### src/rtl/mem_bus_arbiter_if.sv
// Request/response and memory-side bundle for mem_bus_arbiter.
// slave = arbiter side, master = requesters plus memory model.
interface mem_bus_arbiter_if #(
  parameter int WIDTH       = 32,
  parameter int NUM_MASTERS = 2
);
  logic [NUM_MASTERS-1:0]       req_valid;
  logic [NUM_MASTERS-1:0]       req_write;
  logic [NUM_MASTERS*WIDTH-1:0] req_addr;
  logic [NUM_MASTERS*WIDTH-1:0] req_wdata;
  logic [NUM_MASTERS*4-1:0]     req_byteen;
  logic [NUM_MASTERS-1:0]       req_ready;
  logic [NUM_MASTERS-1:0]       rsp_valid;
  logic [WIDTH-1:0]             rsp_rdata;
  logic                         rsp_err;
  logic                         mem_read;
  logic                         mem_write;
  logic [WIDTH-1:0]             mem_addr;
  logic [WIDTH-1:0]             mem_wdata;
  logic [3:0]                   mem_byteen;
  logic [WIDTH-1:0]             mem_rdata;

  modport slave (
    input  req_valid, req_write, req_addr,
    input  req_wdata, req_byteen, mem_rdata,
    output req_ready, rsp_valid, rsp_rdata,
    output rsp_err, mem_read, mem_write,
    output mem_addr, mem_wdata, mem_byteen
  );

  modport master (
    output req_valid, req_write, req_addr,
    output req_wdata, req_byteen, mem_rdata,
    input  req_ready, rsp_valid, rsp_rdata,
    input  rsp_err, mem_read, mem_write,
    input  mem_addr, mem_wdata, mem_byteen
  );
endinterface

### src/rtl/mem_bus_arbiter.sv
// Round-robin N-master arbiter onto a single-ported memory bus.
// Optional MEM_BUS_ALIGN_CHECK_EN rejects misaligned/empty requests.
module mem_bus_arbiter #(
  parameter int WIDTH       = 32,
  parameter int NUM_MASTERS = 2,
  parameter int MEM_LATENCY = 1
) (
  input  logic             clk,
  input  logic             reset,
  mem_bus_arbiter_if.slave bus
);
  localparam int N  = NUM_MASTERS;
  localparam int PW = (N > 1) ? $clog2(N) : 1;

  typedef enum logic [1:0] {
    IDLE,
    ACCESS,
    RESP
  } state_t;

  state_t           state;
  logic [PW-1:0]    rr_ptr;
  logic [PW-1:0]    gnt;
  logic [PW-1:0]    gnt_q;
  logic             gnt_vld;
  logic             accept;
  logic             bad;
  logic [3:0]       cnt;
  logic             wr_q;
  logic             err_q;
  logic [N-1:0]     rsp_valid_q;
  logic             mem_read_q;
  logic             mem_write_q;
  logic [WIDTH-1:0] addr_q;
  logic [WIDTH-1:0] wdata_q;
  logic [3:0]       be_q;
  logic             sel_wr;
  logic [WIDTH-1:0] sel_addr;
  logic [WIDTH-1:0] sel_wdata;
  logic [3:0]       sel_be;

  function automatic logic [N-1:0] onehot(
    input logic [PW-1:0] g
  );
    logic [N-1:0] v;
    v = '0;
    v[g] = 1'b1;
    return v;
  endfunction

  // First valid master at or above rr_ptr, wrapping.
  always_comb begin
    int idx;
    idx     = 0;
    gnt     = '0;
    gnt_vld = 1'b0;
    for (int i = 0; i < N; i++) begin
      idx = int'(rr_ptr) + i;
      if (idx >= N)
        idx = idx - N;
      if (!gnt_vld && bus.req_valid[idx]) begin
        gnt_vld = 1'b1;
        gnt     = PW'(idx);
      end
    end
  end

  assign sel_wr    = bus.req_write[gnt];
  assign sel_addr  = bus.req_addr[int'(gnt)*WIDTH +: WIDTH];
  assign sel_wdata = bus.req_wdata[int'(gnt)*WIDTH +: WIDTH];
  assign sel_be    = bus.req_byteen[int'(gnt)*4 +: 4];

`ifdef MEM_BUS_ALIGN_CHECK_EN
  // An enabled byte that lands past lane 3 after the offset crosses words.
  always_comb begin
    bad = (sel_be == 4'b0000);
    for (int b = 0; b < 4; b++)
      if (sel_be[b] && (b + int'(sel_addr[1:0])) > 3)
        bad = 1'b1;
  end
`else
  assign bad = 1'b0;
`endif

  assign accept = (state == IDLE) && gnt_vld && !reset;

  always_comb begin
    bus.req_ready = '0;
    if (accept)
      bus.req_ready[gnt] = 1'b1;
  end

  always_ff @(posedge clk) begin
    if (reset) begin
      state       <= IDLE;
      rr_ptr      <= '0;
      gnt_q       <= '0;
      cnt         <= '0;
      wr_q        <= 1'b0;
      err_q       <= 1'b0;
      rsp_valid_q <= '0;
      mem_read_q  <= 1'b0;
      mem_write_q <= 1'b0;
      addr_q      <= '0;
      wdata_q     <= '0;
      be_q        <= '0;
    end else begin
      unique case (state)
        IDLE: begin
          if (gnt_vld) begin
            gnt_q <= gnt;
            wr_q  <= sel_wr;
            cnt   <= 4'(MEM_LATENCY - 1);
            if (bad) begin
              err_q       <= 1'b1;
              rsp_valid_q <= onehot(gnt);
              state       <= RESP;
            end else begin
              addr_q      <= sel_addr;
              wdata_q     <= sel_wdata;
              be_q        <= sel_be;
              mem_read_q  <= !sel_wr;
              mem_write_q <= sel_wr;
              state       <= ACCESS;
            end
          end
        end
        ACCESS: begin
          mem_write_q <= 1'b0;
          if (cnt == 4'd0) begin
            mem_read_q  <= 1'b0;
            rsp_valid_q <= onehot(gnt_q);
            state       <= RESP;
          end else begin
            cnt <= cnt - 4'd1;
          end
        end
        RESP: begin
          rsp_valid_q <= '0;
          err_q       <= 1'b0;
          wr_q        <= 1'b0;
          addr_q      <= '0;
          wdata_q     <= '0;
          be_q        <= '0;
          if (int'(gnt_q) == N - 1)
            rr_ptr <= '0;
          else
            rr_ptr <= gnt_q + 1'b1;
          state <= IDLE;
        end
        default: state <= IDLE;
      endcase
    end
  end

  // Read data passes straight through in RESP; memory has it ready then.
  assign bus.rsp_rdata =
    (state == RESP && !wr_q && !err_q) ? bus.mem_rdata : '0;
  assign bus.rsp_valid  = rsp_valid_q;
  assign bus.mem_read   = mem_read_q;
  assign bus.mem_write  = mem_write_q;
  assign bus.mem_addr   = addr_q;
  assign bus.mem_wdata  = wdata_q;
  assign bus.mem_byteen = be_q;

`ifdef MEM_BUS_ALIGN_CHECK_EN
  assign bus.rsp_err = err_q;
`else
  assign bus.rsp_err = 1'b0;
`endif
endmodule

### src/flat_wrapper.sv
// flat-port wrapper written by rule: the top's interface ports become plain ports
module mem_bus_arbiter_flat 
#(
  parameter int WIDTH       = 32,
  parameter int NUM_MASTERS = 2,
  parameter int MEM_LATENCY = 1
)
  (clk, reset, bus_req_valid, bus_req_write, bus_req_addr, bus_req_wdata, bus_req_byteen, bus_mem_rdata, bus_req_ready, bus_rsp_valid, bus_rsp_rdata, bus_rsp_err, bus_mem_read, bus_mem_write, bus_mem_addr, bus_mem_wdata, bus_mem_byteen);
  mem_bus_arbiter_if #(.WIDTH(WIDTH), .NUM_MASTERS(NUM_MASTERS)) bus_i ();
  input  logic clk;
  input  logic reset;
  input wire logic [$bits(bus_i.req_valid)-1:0] bus_req_valid;
  input wire logic [$bits(bus_i.req_write)-1:0] bus_req_write;
  input wire logic [$bits(bus_i.req_addr)-1:0] bus_req_addr;
  input wire logic [$bits(bus_i.req_wdata)-1:0] bus_req_wdata;
  input wire logic [$bits(bus_i.req_byteen)-1:0] bus_req_byteen;
  input wire logic [$bits(bus_i.mem_rdata)-1:0] bus_mem_rdata;
  output wire logic [$bits(bus_i.req_ready)-1:0] bus_req_ready;
  output wire logic [$bits(bus_i.rsp_valid)-1:0] bus_rsp_valid;
  output wire logic [$bits(bus_i.rsp_rdata)-1:0] bus_rsp_rdata;
  output wire logic [$bits(bus_i.rsp_err)-1:0] bus_rsp_err;
  output wire logic [$bits(bus_i.mem_read)-1:0] bus_mem_read;
  output wire logic [$bits(bus_i.mem_write)-1:0] bus_mem_write;
  output wire logic [$bits(bus_i.mem_addr)-1:0] bus_mem_addr;
  output wire logic [$bits(bus_i.mem_wdata)-1:0] bus_mem_wdata;
  output wire logic [$bits(bus_i.mem_byteen)-1:0] bus_mem_byteen;
  assign bus_i.req_valid = bus_req_valid;
  assign bus_i.req_write = bus_req_write;
  assign bus_i.req_addr = bus_req_addr;
  assign bus_i.req_wdata = bus_req_wdata;
  assign bus_i.req_byteen = bus_req_byteen;
  assign bus_i.mem_rdata = bus_mem_rdata;
  assign bus_req_ready = bus_i.req_ready;
  assign bus_rsp_valid = bus_i.rsp_valid;
  assign bus_rsp_rdata = bus_i.rsp_rdata;
  assign bus_rsp_err = bus_i.rsp_err;
  assign bus_mem_read = bus_i.mem_read;
  assign bus_mem_write = bus_i.mem_write;
  assign bus_mem_addr = bus_i.mem_addr;
  assign bus_mem_wdata = bus_i.mem_wdata;
  assign bus_mem_byteen = bus_i.mem_byteen;
  mem_bus_arbiter #(.WIDTH(WIDTH), .NUM_MASTERS(NUM_MASTERS), .MEM_LATENCY(MEM_LATENCY)) u_core (.clk(clk), .reset(reset), .bus(bus_i));
endmodule
### config.mk
export PLATFORM = sky130hd
export DESIGN_NAME = mem_bus_arbiter_flat
export DESIGN_NICKNAME = d
export VERILOG_FILES = /design/src/rtl/mem_bus_arbiter_if.sv /design/src/rtl/mem_bus_arbiter.sv /design/src/flat_wrapper.sv
export SDC_FILE = /design/constraint.sdc
export NUM_CORES = 1
export LEC_CHECK = 0
export ABC_AREA = 1
export BUFFER_PORTS_ARGS = -buffer_cell sky130_fd_sc_hd__buf_2
export CORE_ASPECT_RATIO = 1.25
export CORE_MARGIN = 4
export CORE_UTILIZATION = 40
export CTS_BUF_LIST = sky130_fd_sc_hd__clkbuf_16
export CTS_CLUSTER_DIAMETER = 120
export DETAILED_ROUTE_END_ITERATION = 8
export PLACE_DENSITY = 0.8
export RECOVER_POWER = 25
export SYNTH_ARGS = -nofsm -noshare
export SYNTH_HDL_FRONTEND = slang
export SYNTH_SLANG_ARGS = --single-unit
### constraint.sdc
create_clock -name clk -period 1.4 [get_ports clk]
set_input_delay 0.21 -clock clk [delete_from_list [all_inputs] [get_ports clk]]
set_output_delay 0.21 -clock clk [all_outputs]
set_load 0.02 [all_outputs]
==> Implementation_results.wiki <==
{| class="wikitable"
! Metric !! Value
|-
| Weighted congestion reported at the end of routability-driven placement || about 0.8
|-
| Flop and latch count out of synthesis || 81
|-
| Path category of the worst min-delay check || input pin to flip-flop
|-
| Vias per cell || slightly below 5
|-
| Xor and xnor area share after synthesis || 0
|-
| Clock-pin slew on the worst setup and hold paths || ~0.06 ns
|-
| Router iterations before antenna repair || 4
|-
| Hold path depth || 4
|-
| Worst Path Buf+Inv || 4
|-
| Total congestion overflow || 0
|-
| Layout Area Growth over Synthesis || 52.2%
|-
| Number of DRC violations after detailed-routing iteration 0 || approximately 200
|-
| Clock sink count || a little over 80
|-
| Total global routing track utilization || 0.220
|-
| Fin crit period || 1.54 ns
|-
| Share of synthesized area occupied by flip-flops and latches || 0.359
|-
| Global-route wire length before repair || about 23 mm
|-
| Clock tree from TritonCTS || yes
|-
| Max-cap violations || 0
|-
| Initial antenna violation count || 1
|-
| Die Y-Extent || 127 um
|-
| Largest incremental delay on the critical path || roughly 0.33 ns
|-
| Critical Path Most Common Cell || sky130_fd_sc_hd__inv_2
|-
| Master of the slowest instance on the critical path || sky130_fd_sc_hd__dfxtp_2
|-
| Synth Area in Simple Gates || 0.282
|-
| Maximum number of pins on one net before global-route repair || 53
|-
| Main combinational cell family by area after synthesis || simple AND/OR/NAND/NOR gates
|-
| I/O Buffers || about 280
|-
| Crit-path max FO || 12
|-
| Number of filler cells placed in the layout || approximately 1,000
|-
| Max Root-Sink Buffers || 2
|-
| Placement-stage cell area || 6050 um2
|-
| Final net count || about 1,200
|-
| Violations in the final reports || negative setup slack
|-
| Synthesized-area fraction occupied by adder cells || 0.00554
|-
| Worst-case clock skew || 0.00557 ns
|-
| Area of the mapped netlist || approximately 4500 um2
|-
| Mapped Avg Cell Area || 6.08 um2
|-
| Setup TNS Final || -3.71 ns
|-
| Complex-gate fraction of the synthesized area || 0.142
|-
| Final hold violation count || 0
|-
| Result of the run || finished, violations left
|-
| Core Footprint || 11,100 um2
|-
| Non-filler instance count after layout || ~1,200
|-
| WP depth || 7
|-
| Critical Path Start Type || flip-flop
|-
| Share of post-route cells with drive strength above 1 || 0.325
|-
| Top Family by Delay on Critical Path || buffers and inverters
|-
| Remaining antenna violation count || 0
|-
| Worst Path Class, Setup || flip-flop to primary output
|-
| P_leak || a little over 4 nW
|-
| Number of H-tree levels || 3
|-
| Design area || roughly 6900 um2
|-
| Data arrival at the endpoint of the critical path || around 1.3 ns
|-
| Worst path setup slack after routing || -0.142 ns
|-
| Cell chain of the critical path || inv_2 -> nand2_2 -> inv_2 -> nand2_4 -> buf_8 -> nor2_1 -> buf_4
|-
| Top library cells by usage in the layout, fill and taps aside || sky130_fd_sc_hd__buf_2 (210), sky130_fd_sc_hd__inv_1 (178), sky130_fd_sc_hd__nand2_1 (152)
|-
| Number of pins with negative max-slew slack in the final report || 0
|-
| Power per cell area || around 1400 nW/um2
|-
| Mux share of post-synthesis cell area || 0
|-
| Routed via count || ~5,600
|-
| Latest clock arrival within the worst-skew pair || roughly 0.33 ns
|-
| Effective utilization at floorplan || 0.407
|-
| Routed len/inst || roughly 14 um
|-
| Net count after synthesis || slightly above 900
|-
| Routed WL || ~16 mm
|-
| Placement Rows || 43
|-
| Number of primary I/O pins || between 200 and 300
|-
| Warning count from the yosys run || 0
|-
| Maximum frequency from static timing analysis || between 0.6 and 0.7 GHz
|-
| Worst voltage drop across the vdd grid || ~0.60 mV
|-
| X dimension of the die || roughly 100 um
|-
| Count of hold buffers inserted by post-cts repair || 0
|-
| Share of the cycle needed by the critical path after routing || 1.10
|-
| Area of the die || ~13,000 um2
|-
| Post-synthesis cell count || between 700 and 800
|-
| Drt drc || 0
|-
| Crit. End Element || primary output
|-
| Half-perimeter wire length after detailed placement || ~11 mm
|-
| Root buffer selected by CTS || sky130_fd_sc_hd__clkbuf_16
|-
| Required @ worst endpoint || between 1 and 1.5 ns
|-
| Vias in the first global route || 5,035
|-
| Worst r2r path cells || 8
|-
| RSZ-0062 raised after global routing || yes
|-
| Number of distinct library cell variants in the gate-level netlist after synthesis || 22
|-
| Most common library cell in the layout ignoring fill and taps || sky130_fd_sc_hd__buf_2
|-
| TritonCTS buffer count || 9
|-
| Total placed cells including tap cells || approximately 1,100
|-
| Setup-violating endpoint count in the final report || 34
|}
==> cell type report <==
class,instances,area (um2),share of cell area
multi-input combinational,432,2090,0.304
sequential,81,1630,0.237
clock buffer,9,225,0.0328
timing repair buffer,315,2020,0.294
clock inverter,7,62.6,0.00911
tap,135,169,0.0246
antenna,1,2.50,0.000364
inverter,181,679,0.0989
==> worst reg2reg max path, cell delays in order, from the launching register on <==
cell and delay (ns):
sky130_fd_sc_hd__dfxtp_2 0.34, sky130_fd_sc_hd__inv_2 0.05, sky130_fd_sc_hd__buf_4 0.13, sky130_fd_sc_hd__buf_4 0.12
sky130_fd_sc_hd__nor2_1 0.16, sky130_fd_sc_hd__buf_4 0.15, sky130_fd_sc_hd__nand2_1 0.13, sky130_fd_sc_hd__nand3_1 0.10
sky130_fd_sc_hd__a21oi_1 0.06
==> kinds of logic after synthesis <==
logic type	count (synthesis)
DFF	81
and+or+nand+nor	302
buffers and inverters	229
adders and majority gates	2
AOI/OAI and AO/OA	127
other	1
==> synthesized netlist by cell type, drive strengths merged <==
library cell | instances | share of area
a21oi | 75 | 0.083
o21ai | 51 | 0.057
nor2 | 45 | 0.039
dfxtp | 81 | 0.36
nand4 | 1 | 0.0014
inv | 181 | 0.15
ha | 2 | 0.0055
o31ai | 1 | 0.0017
nor3 | 1 | 0.0011
conb | 1 | 0.00083
clkbuf | 11 | 0.0091
nand3 | 96 | 0.11
buf | 37 | 0.050
nand2 | 159 | 0.13
==> per-stage QoR <==
stage                util  hold slack [ns]  setup slack [ns]  total power [mW]
finish              0.620            0.198            -0.142              9.32
global route        0.620            0.216            -0.222              9.90
CTS                 0.600            0.184            -0.105              9.05
detailed placement  0.546            0.447            0.0999              6.53
global placement    0.546            0.443             0.129              6.47
floorplan               -            0.422            0.0854              5.33
==> routing by layer <==
metal	wire length [um]	track usage
met1	5750	0.234
met2	8380	0.402
met3	1460	0.0435
met4	597	0.107
met5	0	0
==> timing repair <==
action                                  in CTS  in global routing
setup buffers                                7                  1
cloned                                       4                  4
endpoints found under the setup margin      34                 75
gates resized for setup                     68                 43
pin swaps                                    5                  3
==> final timing paths <==
check | slack, ns | from | end
max | -0.14 | u_core.state[0]$_SDFFE_PP0P_ | bus_rsp_rdata[28]
min | 0.20 | bus_req_write[1] | u_core.bus.mem_read$_SDFFE_PP0P_
max reg2reg | 0.03 | u_core.state[0]$_SDFFE_PP0P_ | u_core.bus.mem_read$_SDFFE_PP0P_
min reg2reg | 0.46 | u_core.cnt[0]$_SDFFE_PP0P_ | u_core.cnt[0]$_SDFFE_PP0P_
==> sequential cells by signal, indices dropped and copies added, names as in the netlist <==
register / cells
u_core.bus.mem_addr: 32
u_core.bus.mem_byteen: 4
u_core.bus.mem_read: 1
u_core.bus.mem_wdata: 32
u_core.bus.mem_write: 1
u_core.bus.rsp_valid: 2
u_core.cnt: 4
u_core.gnt_q: 1
u_core.rr_ptr: 1
u_core.state: 2
u_core.wr_q: 1
==> report_power, final <==
group / switching (mW) / internal [mW] / leakage (nW)
Sequential: 0.264 / 2.81 / 0.673
Combinational: 2.44 / 1.53 / 3.23
Clock: 0.921 / 1.36 / 0.140
(Power assumes the default switching activity.)
